==> src/rtl/pattern_sequencer_if.sv <==
`default_nettype none
// ============================================================================
// Module      : pattern_sequencer_if
// Description : Pattern-memory write bus between the pattern-load path and
//               pattern_sequencer.
//               wr_en   - write strobe
//               wr_addr - {phase, step}; MSB 1 selects the P table
//               wr_data - {tweak_enable, drive}; drive in the LSBs
//               master  - pattern-load side (drives the bus)
//               slave   - sequencer side (receives the bus)
// Revision    : 1.0 - initial release
// ============================================================================
interface pattern_sequencer_if #(
  parameter int WIDTH  = 8,
  parameter int STEP_W = 3
) ();
  logic                 wr_en;
  logic [STEP_W:0]      wr_addr;
  logic [2*WIDTH-1:0]   wr_data;

  modport master (output wr_en, output wr_addr, output wr_data);
  modport slave  (input  wr_en, input  wr_addr, input  wr_data);
endinterface
`default_nettype wire

==> src/rtl/pattern_sequencer.sv <==
`default_nettype none
// ============================================================================
// Module      : pattern_sequencer
// Description : Per-phase pattern sequencer. Each phase has its own table of
//               NO_STEPS entries that are stepped on a programmable dwell.
//               Every pwm change forces a programmable dead-time, during
//               which the drivers are held at their safe values.
// Ports       : clk          - rising-edge clock
//               reset        - asynchronous, active-low reset
//               pwm          - phase select (1 = P phase, 0 = N phase)
//               dead_cycles  - dead-time length in cycles (0 acts as 1)
//               step_dwell   - each step lasts step_dwell+1 cycles
//               step_last    - index of the final step
//               wrap_mode    - 1 = wrap to step 0, 0 = hold step_last
//               wr_bus       - pattern memory write bus (slave modport)
//               p_drive      - P-driver gates, active low
//               n_drive      - N-driver gates, active high
//               tweak_enable - tweak enables
//               in_dead      - high while in the DEAD state
//               step_out     - current step index
//               interlock_err- sticky guard-override flag (macro builds only)
// Options     : PATSEQ_INTERLOCK_EN - adds a final P/N overlap guard and the
//               interlock_err output.
// Revision    : 1.0 - initial release
// ============================================================================
module pattern_sequencer #(
  parameter int WIDTH    = 8,
  parameter int NO_STEPS = 8,
  parameter int STEP_W   = 3,
  parameter int DT_W     = 4,
  parameter int DWELL_W  = 8
) (
  input  wire logic                clk,
  input  wire logic                reset,
  input  wire logic                pwm,
  input  wire logic [DT_W-1:0]     dead_cycles,
  input  wire logic [DWELL_W-1:0]  step_dwell,
  input  wire logic [STEP_W-1:0]   step_last,
  input  wire logic                wrap_mode,
  pattern_sequencer_if.slave       wr_bus,
  output logic [WIDTH-1:0]         p_drive,
  output logic [WIDTH-1:0]         n_drive,
  output logic [WIDTH-1:0]         tweak_enable,
  output logic                     in_dead,
  output logic [STEP_W-1:0]        step_out
`ifdef PATSEQ_INTERLOCK_EN
  ,
  output logic                     interlock_err
`endif
);

  localparam logic [DT_W-1:0]    C_DT_ONE    = 1;
  localparam logic [DWELL_W-1:0] C_DWELL_ONE = 1;
  localparam logic [STEP_W-1:0]  C_STEP_ONE  = 1;

  typedef enum logic [0:0] {
    S_DEAD = 1'b0,
    S_RUN  = 1'b1
  } state_t;

  state_t               r_state;
  state_t               w_state_nxt;
  logic                 r_pwm_q;
  logic [DT_W-1:0]      r_dead_cnt;
  logic [DT_W-1:0]      w_dead_cnt_nxt;
  logic [DWELL_W-1:0]   r_dwell_cnt;
  logic [DWELL_W-1:0]   w_dwell_cnt_nxt;
  logic [STEP_W-1:0]    r_step;
  logic [STEP_W-1:0]    w_step_nxt;

  logic                 w_edge;
  logic [DT_W-1:0]      w_dead_last;

  logic [2*WIDTH-1:0]   r_mem [2*NO_STEPS];
  logic [2*WIDTH-1:0]   w_entry;
  logic [WIDTH-1:0]     w_p_raw;
  logic [WIDTH-1:0]     w_n_raw;
  logic [WIDTH-1:0]     w_tw_raw;
  logic [WIDTH-1:0]     w_p_out;

  assign w_edge      = pwm ^ r_pwm_q;
  // A zero dead_cycles still yields one safe cycle.
  assign w_dead_last = (dead_cycles == '0) ? '0 : (dead_cycles - C_DT_ONE);

  // --------------------------------------------------------------------------
  // Pattern memory: plain flops, no reset, no stall on sequencing.
  // --------------------------------------------------------------------------
  always_ff @(posedge clk) begin
    if (wr_bus.wr_en) begin
      r_mem[wr_bus.wr_addr] <= wr_bus.wr_data;
    end
  end

  // --------------------------------------------------------------------------
  // State register
  // --------------------------------------------------------------------------
  always_ff @(posedge clk or negedge reset) begin
    if (!reset) begin
      r_pwm_q     <= 1'b0;
      r_state     <= S_DEAD;
      r_dead_cnt  <= '0;
      r_dwell_cnt <= '0;
      r_step      <= '0;
    end else begin
      r_pwm_q     <= pwm;
      r_state     <= w_state_nxt;
      r_dead_cnt  <= w_dead_cnt_nxt;
      r_dwell_cnt <= w_dwell_cnt_nxt;
      r_step      <= w_step_nxt;
    end
  end

  // --------------------------------------------------------------------------
  // Next-state logic
  // --------------------------------------------------------------------------
  always_comb begin
    w_state_nxt     = r_state;
    w_dead_cnt_nxt  = r_dead_cnt;
    w_dwell_cnt_nxt = r_dwell_cnt;
    w_step_nxt      = r_step;

    if (w_edge) begin
      // Any phase change (including one during dead-time) restarts dead-time.
      w_state_nxt    = S_DEAD;
      w_dead_cnt_nxt = '0;
    end else begin
      case (r_state)
        S_DEAD: begin
          // >= rather than == so a runtime shrink of dead_cycles below the
          // running count exits promptly instead of wrapping the counter.
          if (r_dead_cnt >= w_dead_last) begin
            w_state_nxt     = S_RUN;
            w_step_nxt      = '0;
            w_dwell_cnt_nxt = '0;
          end else begin
            w_dead_cnt_nxt = r_dead_cnt + C_DT_ONE;
          end
        end
        S_RUN: begin
          if (r_dwell_cnt == step_dwell) begin
            w_dwell_cnt_nxt = '0;
            // step >= step_last covers step_last being lowered under us.
            if (r_step < step_last) begin
              w_step_nxt = r_step + C_STEP_ONE;
            end else if (wrap_mode) begin
              w_step_nxt = '0;
            end
          end else begin
            w_dwell_cnt_nxt = r_dwell_cnt + C_DWELL_ONE;
          end
        end
        default: begin
          w_state_nxt    = S_DEAD;
          w_dead_cnt_nxt = '0;
        end
      endcase
    end
  end

  // --------------------------------------------------------------------------
  // Output selection from current state, registered phase and step.
  // --------------------------------------------------------------------------
  assign w_entry = r_mem[{r_pwm_q, r_step}];

  always_comb begin
    w_p_raw  = '1;
    w_n_raw  = '0;
    w_tw_raw = '0;
    if (r_state == S_RUN) begin
      w_tw_raw = w_entry[2*WIDTH-1:WIDTH];
      if (r_pwm_q) begin
        w_p_raw = w_entry[WIDTH-1:0];
      end else begin
        w_n_raw = w_entry[WIDTH-1:0];
      end
    end
  end

`ifdef PATSEQ_INTERLOCK_EN
  logic w_override;
  // Turn a P gate off (active low) wherever its N partner would be on.
  assign w_p_out    = w_p_raw | w_n_raw;
  assign w_override = |(w_n_raw & ~w_p_raw);

  always_ff @(posedge clk or negedge reset) begin
    if (!reset) begin
      interlock_err <= 1'b0;
    end else if (w_override) begin
      interlock_err <= 1'b1;
    end
  end
`else
  assign w_p_out = w_p_raw;
`endif

  always_ff @(posedge clk or negedge reset) begin
    if (!reset) begin
      p_drive      <= '1;
      n_drive      <= '0;
      tweak_enable <= '0;
      in_dead      <= 1'b1;
      step_out     <= '0;
    end else begin
      p_drive      <= w_p_out;
      n_drive      <= w_n_raw;
      tweak_enable <= w_tw_raw;
      in_dead      <= (r_state == S_DEAD);
      step_out     <= r_step;
    end
  end

endmodule
`default_nettype wire

==> src/flat_wrapper.sv <==
// flat-port wrapper written by rule: the top's interface ports become plain ports
module pattern_sequencer_flat 
#(
  parameter int WIDTH    = 8,
  parameter int NO_STEPS = 8,
  parameter int STEP_W   = 3,
  parameter int DT_W     = 4,
  parameter int DWELL_W  = 8
)
  (clk, reset, pwm, dead_cycles, step_dwell, step_last, wrap_mode, p_drive, n_drive, tweak_enable, in_dead, step_out, wr_bus_wr_en, wr_bus_wr_addr, wr_bus_wr_data);
  pattern_sequencer_if #(.WIDTH(WIDTH), .STEP_W(STEP_W)) wr_bus_i ();
  input  wire logic clk;
  input  wire logic reset;
  input  wire logic pwm;
  input  wire logic [DT_W-1:0] dead_cycles;
  input  wire logic [DWELL_W-1:0] step_dwell;
  input  wire logic [STEP_W-1:0] step_last;
  input  wire logic wrap_mode;
  output logic [WIDTH-1:0] p_drive;
  output logic [WIDTH-1:0] n_drive;
  output logic [WIDTH-1:0] tweak_enable;
  output logic in_dead;
  output logic [STEP_W-1:0] step_out;
  input wire logic [$bits(wr_bus_i.wr_en)-1:0] wr_bus_wr_en;
  input wire logic [$bits(wr_bus_i.wr_addr)-1:0] wr_bus_wr_addr;
  input wire logic [$bits(wr_bus_i.wr_data)-1:0] wr_bus_wr_data;
  assign wr_bus_i.wr_en = wr_bus_wr_en;
  assign wr_bus_i.wr_addr = wr_bus_wr_addr;
  assign wr_bus_i.wr_data = wr_bus_wr_data;
  pattern_sequencer #(.WIDTH(WIDTH), .NO_STEPS(NO_STEPS), .STEP_W(STEP_W), .DT_W(DT_W), .DWELL_W(DWELL_W)) u_core (.clk(clk), .reset(reset), .pwm(pwm), .dead_cycles(dead_cycles), .step_dwell(step_dwell), .step_last(step_last), .wrap_mode(wrap_mode), .wr_bus(wr_bus_i), .p_drive(p_drive), .n_drive(n_drive), .tweak_enable(tweak_enable), .in_dead(in_dead), .step_out(step_out));
endmodule
==> config.mk <==
export PLATFORM = sky130hd
export DESIGN_NAME = pattern_sequencer_flat
export DESIGN_NICKNAME = d
export VERILOG_FILES = /design/src/rtl/pattern_sequencer_if.sv /design/src/rtl/pattern_sequencer.sv /design/src/flat_wrapper.sv
export SDC_FILE = /design/constraint.sdc
export NUM_CORES = 1
export LEC_CHECK = 0
export CAP_MARGIN = 10
export CORE_ASPECT_RATIO = 1.5
export CORE_UTILIZATION = 46
export DETAILED_ROUTE_END_ITERATION = 7
export SLEW_MARGIN = 40
export SYNTH_ARGS = -nofsm -noshare
export SYNTH_HDL_FRONTEND = slang
export SYNTH_SLANG_ARGS = --single-unit
==> constraint.sdc <==
create_clock -name clk -period 4.3 [get_ports clk]
set_input_delay 0.86 -clock clk [delete_from_list [all_inputs] [get_ports clk]]
set_output_delay 0.86 -clock clk [all_outputs]
set_load 0.01 [all_outputs]
==> results.cfg <==
[final_layout]
syn2layout_area_growth_pct = 18.64
drive_gt1_frac = 0.2335
fin_util = 0.5610
stdcell_area_um2 = 13760
multi_input_area_um2 = 2658
fillCellCount = 1909
regArea_um2 = 8831
n_antenna_cell = 0
layoutNonFillerInstCount = 1005
nets = 709

[die]
die_x_um = 131.6
start_util = 0.4729
rows = 70
die_h_um = 196.5
fp.dieArea_um2 = 25860
core_um2 = 24520
ios = 68

[worst_setup_path]
end_kind = register
worst_ep_arrival_time_ps = 3460
path_class = primary input to register
cp-start-kind = primary input
critical_path.max_fanout = 9
cp.required_ps = 4670

[grt]
grt_pass1_wl_um = 36380
grt_max_degree = 31
grt_pass1_vias = 5977
antenna_found_initial = 0
grt-ovfl-total = 0
track_usage = 0.1917

[yosys]
netlist_area_um2 = 11600
synth_ff_type = edfxtp_1
ys_seq_area_frac = 0.7610
synth_cell_types = 41
synth-edff-count = 256
synth_cells = 560
synth.ff_latch_count = 301
async_reset_ff_frac = 0.1495
avgSynthCellArea_um2 = 20.71
synth_nets = 609
yosys_warnings = 0

[status]
status = completed

[pwr]
p_clk_frac = 0.407
peakVddDrop_mv = 0.2741
p_leak_nw = 4.479
p_int_mw = 4.993
p_seq_frac = 0.526
switchingPower_mw = 1.300
pwr-share-comb = 0.067
netSwitchingFraction = 0.2066
powerDensity_nw_per_um2 = 457.4
report.power.total_mw = 6.292

[timing]
worst_pin_slew_ps = 734.5
setup-violations-final = 0
grt_setup_unrepaired = no
fmax_mhz = 323.7
finalMaxSlewViolations = 0
setup_tns_ps = 0
min_period_over_period = 0.7184
slew_headroom = 0.5103
period_needed_ps = 3089
clock-skew-final_ps = 10.14
hold_viol = 0

[clock_network]
cts_sinks = 301
cts_resized = 0
clk_latency_ps = 530
cts_tree = done
cts_setup_buffers = 0
clk_pin_slew_worst_paths_ps = 70
cts_root_buf = clkbuf_16
cts.hold.buffers_added = 0
cts_buffers = 27
clock_path_buffers = 3
htree_num_levels = 1

[placement]
gp_congestion = 0.7955
dp_hpwl_um = 14300
dpl_cell_area_um2 = 12800
dpl.cell_count = 955
numPortBuffers = 67

[route]
wl_per_cell_um = 23.92
first_pass_iters = 5
route.detailed.drc = 0
vias = 5616
drtIter0Drc = 410
vias_per_cell = 5.588
ant_nets = 0
routed_wl_um = 24040

[job]
cap_violations = 0

[hold_path]
hold_path_class = primary input to async pin
[path summary, 6_finish.rpt]
path	from	to	slack (ps)	depth (start not counted)
worst max-delay path	dead_cycles[1]	u_core.r_step[2]$_DFFE_PN0P_	1210	11
worst min-delay path	reset	u_core.r_dwell_cnt[3]$_DFFE_PN0P_	320	1
worst max register to register	u_core.r_step[1]$_DFFE_PN0P_	u_core.tweak_enable[1]$_DFF_PN0_	1860	4
worst min register to register	u_core.r_dwell_cnt[1]$_DFFE_PN0P_	u_core.r_dwell_cnt[1]$_DFFE_PN0P_	570	2
max in group asynchronous	reset	u_core.in_dead$_DFF_PN1_	3180	2
min in group clk	u_core.r_dwell_cnt[1]$_DFFE_PN0P_	u_core.r_dwell_cnt[1]$_DFFE_PN0P_	570	2
[area by class of cell]
class / instances / share of cell area
sequential: 301 / 0.6419
multi-input combinational: 231 / 0.1932
timing repair buffer: 93 / 0.06439
clock buffer: 39 / 0.05529
tap: 324 / 0.02947
clock inverter: 11 / 0.01419
inverter: 6 / 0.001637
[metal layers]
| layer | track usage | vias to the layer above | part of all wire |
|---|---|---|---|
| met5 | 0 | - | 0 |
| met4 | 0.04737 | 0 | 0.013 |
| met3 | 0.02366 | 23 | 0.048 |
| met2 | 0.3402 | 155 | 0.53 |
| met1 | 0.2518 | 2980 | 0.41 |
| li1 | - | 2458 | - |
[critical path, stage by stage]
cell,delay (ps)
clkdlybuf4s50_1,470
or2_2,350
nor3b_1,220
a21oi_1,70
ha_1,280
o211ai_1,80
o21a_1,270
or2_2,360
inv_2,160
and3_1,250
a31oi_1,110
[placed cells by master (no fill, tap or decap), drive strengths merged, types with 2 or more instances in the layout]
cell	instances
o21ai	9
a21oi	4
clkinv	2
or2	2
mux2i	26
dfstp	9
clkinvlp	3
nor2b	5
clkdlybuf4s50	66
nand2	17
mux4	69
inv	7
bufinv	5
clkbuf	39
a22o	4
ha	9
xor2	3
edfxtp	256
dfrtp	36
buf	27
o22ai	3
nand2b	3
and3	5
nor2	30
nor3	6
nand4	3
xnor2	9
and2	6
nand3	3
nor3b	2
nand3b	3
[Yosys cell counts (2+ instances only)]
library cell,n,area [um^2]
clkbuf_1,7,26.28
o21ai_0,8,40.04
nand2_1,17,63.81
and3_1,5,31.28
or2_2,2,12.51
nor2b_1,5,31.28
nand2b_1,3,18.77
dfstp_2,9,236.5
nand3_1,3,15.01
nand4_1,3,18.77
o22ai_1,3,18.77
dfrtp_1,36,900.9
nor3_1,6,30.03
mux4_2,69,1554
mux2i_1,26,260.3
ha_1,9,112.6
edfxtp_1,256,7687
buf_2,8,40.04
buf_1,2,7.510
xnor2_1,9,78.83
a21oi_1,4,20.02
nor2_1,30,112.6
nand3b_1,3,22.52
xor2_1,3,26.28
nor3b_1,2,15.01
buf_4,5,37.54
a22o_1,4,35.03
inv_1,5,18.77
and2_1,6,37.54
[stage by stage]
stage / worst slack, ps / hold WS [ps]
2_1_floorplan: 1358 / 415.7
3_3_place_gp: 821.8 / 544.6
3_5_place_dp: 703.7 / 561.6
4_1_cts: 1260 / 344.4
5_1_grt: 1115 / 365.2
6_report: 1211 / 320.8
[logic make-up after synthesis]
| group | after synthesis | synth area share |
|---|---|---|
| AOI/OAI and AO/OA | 26 | 0.01414 |
| xor gates and xnor gates | 12 | 0.009064 |
| adders and majority gates | 9 | 0.009711 |
| buffers and inverters | 28 | 0.01155 |
| DFF | 301 | 0.7610 |
| muxes | 96 | 0.1574 |
| and+or+nand+nor | 88 | 0.03712 |
[power by group through the flow]
stage / Combinational [mW] / Clock, mW / Sequential (mW)
5_1_grt: 0.458 / 2.72 / 3.32
3_5_place_dp: 0.424 / 0 / 3.37
6_report: 0.419 / 2.56 / 3.31
3_3_place_gp: 0.408 / 0 / 3.37
2_1_floorplan: 0.201 / 0 / 3.37
4_1_cts: 0.426 / 2.61 / 3.31
[registers in the layout, summed over array words and instances (netlist names), 3 cells and up]
name,count
u_core.n_drive,8
u_core.tweak_enable,8
u_core.r_dwell_cnt,8
u_core.r_mem,256
u_core.p_drive,8
u_core.step_out,3
u_core.r_dead_cnt,4
u_core.r_step,3
(Power assumes the default switching activity.)
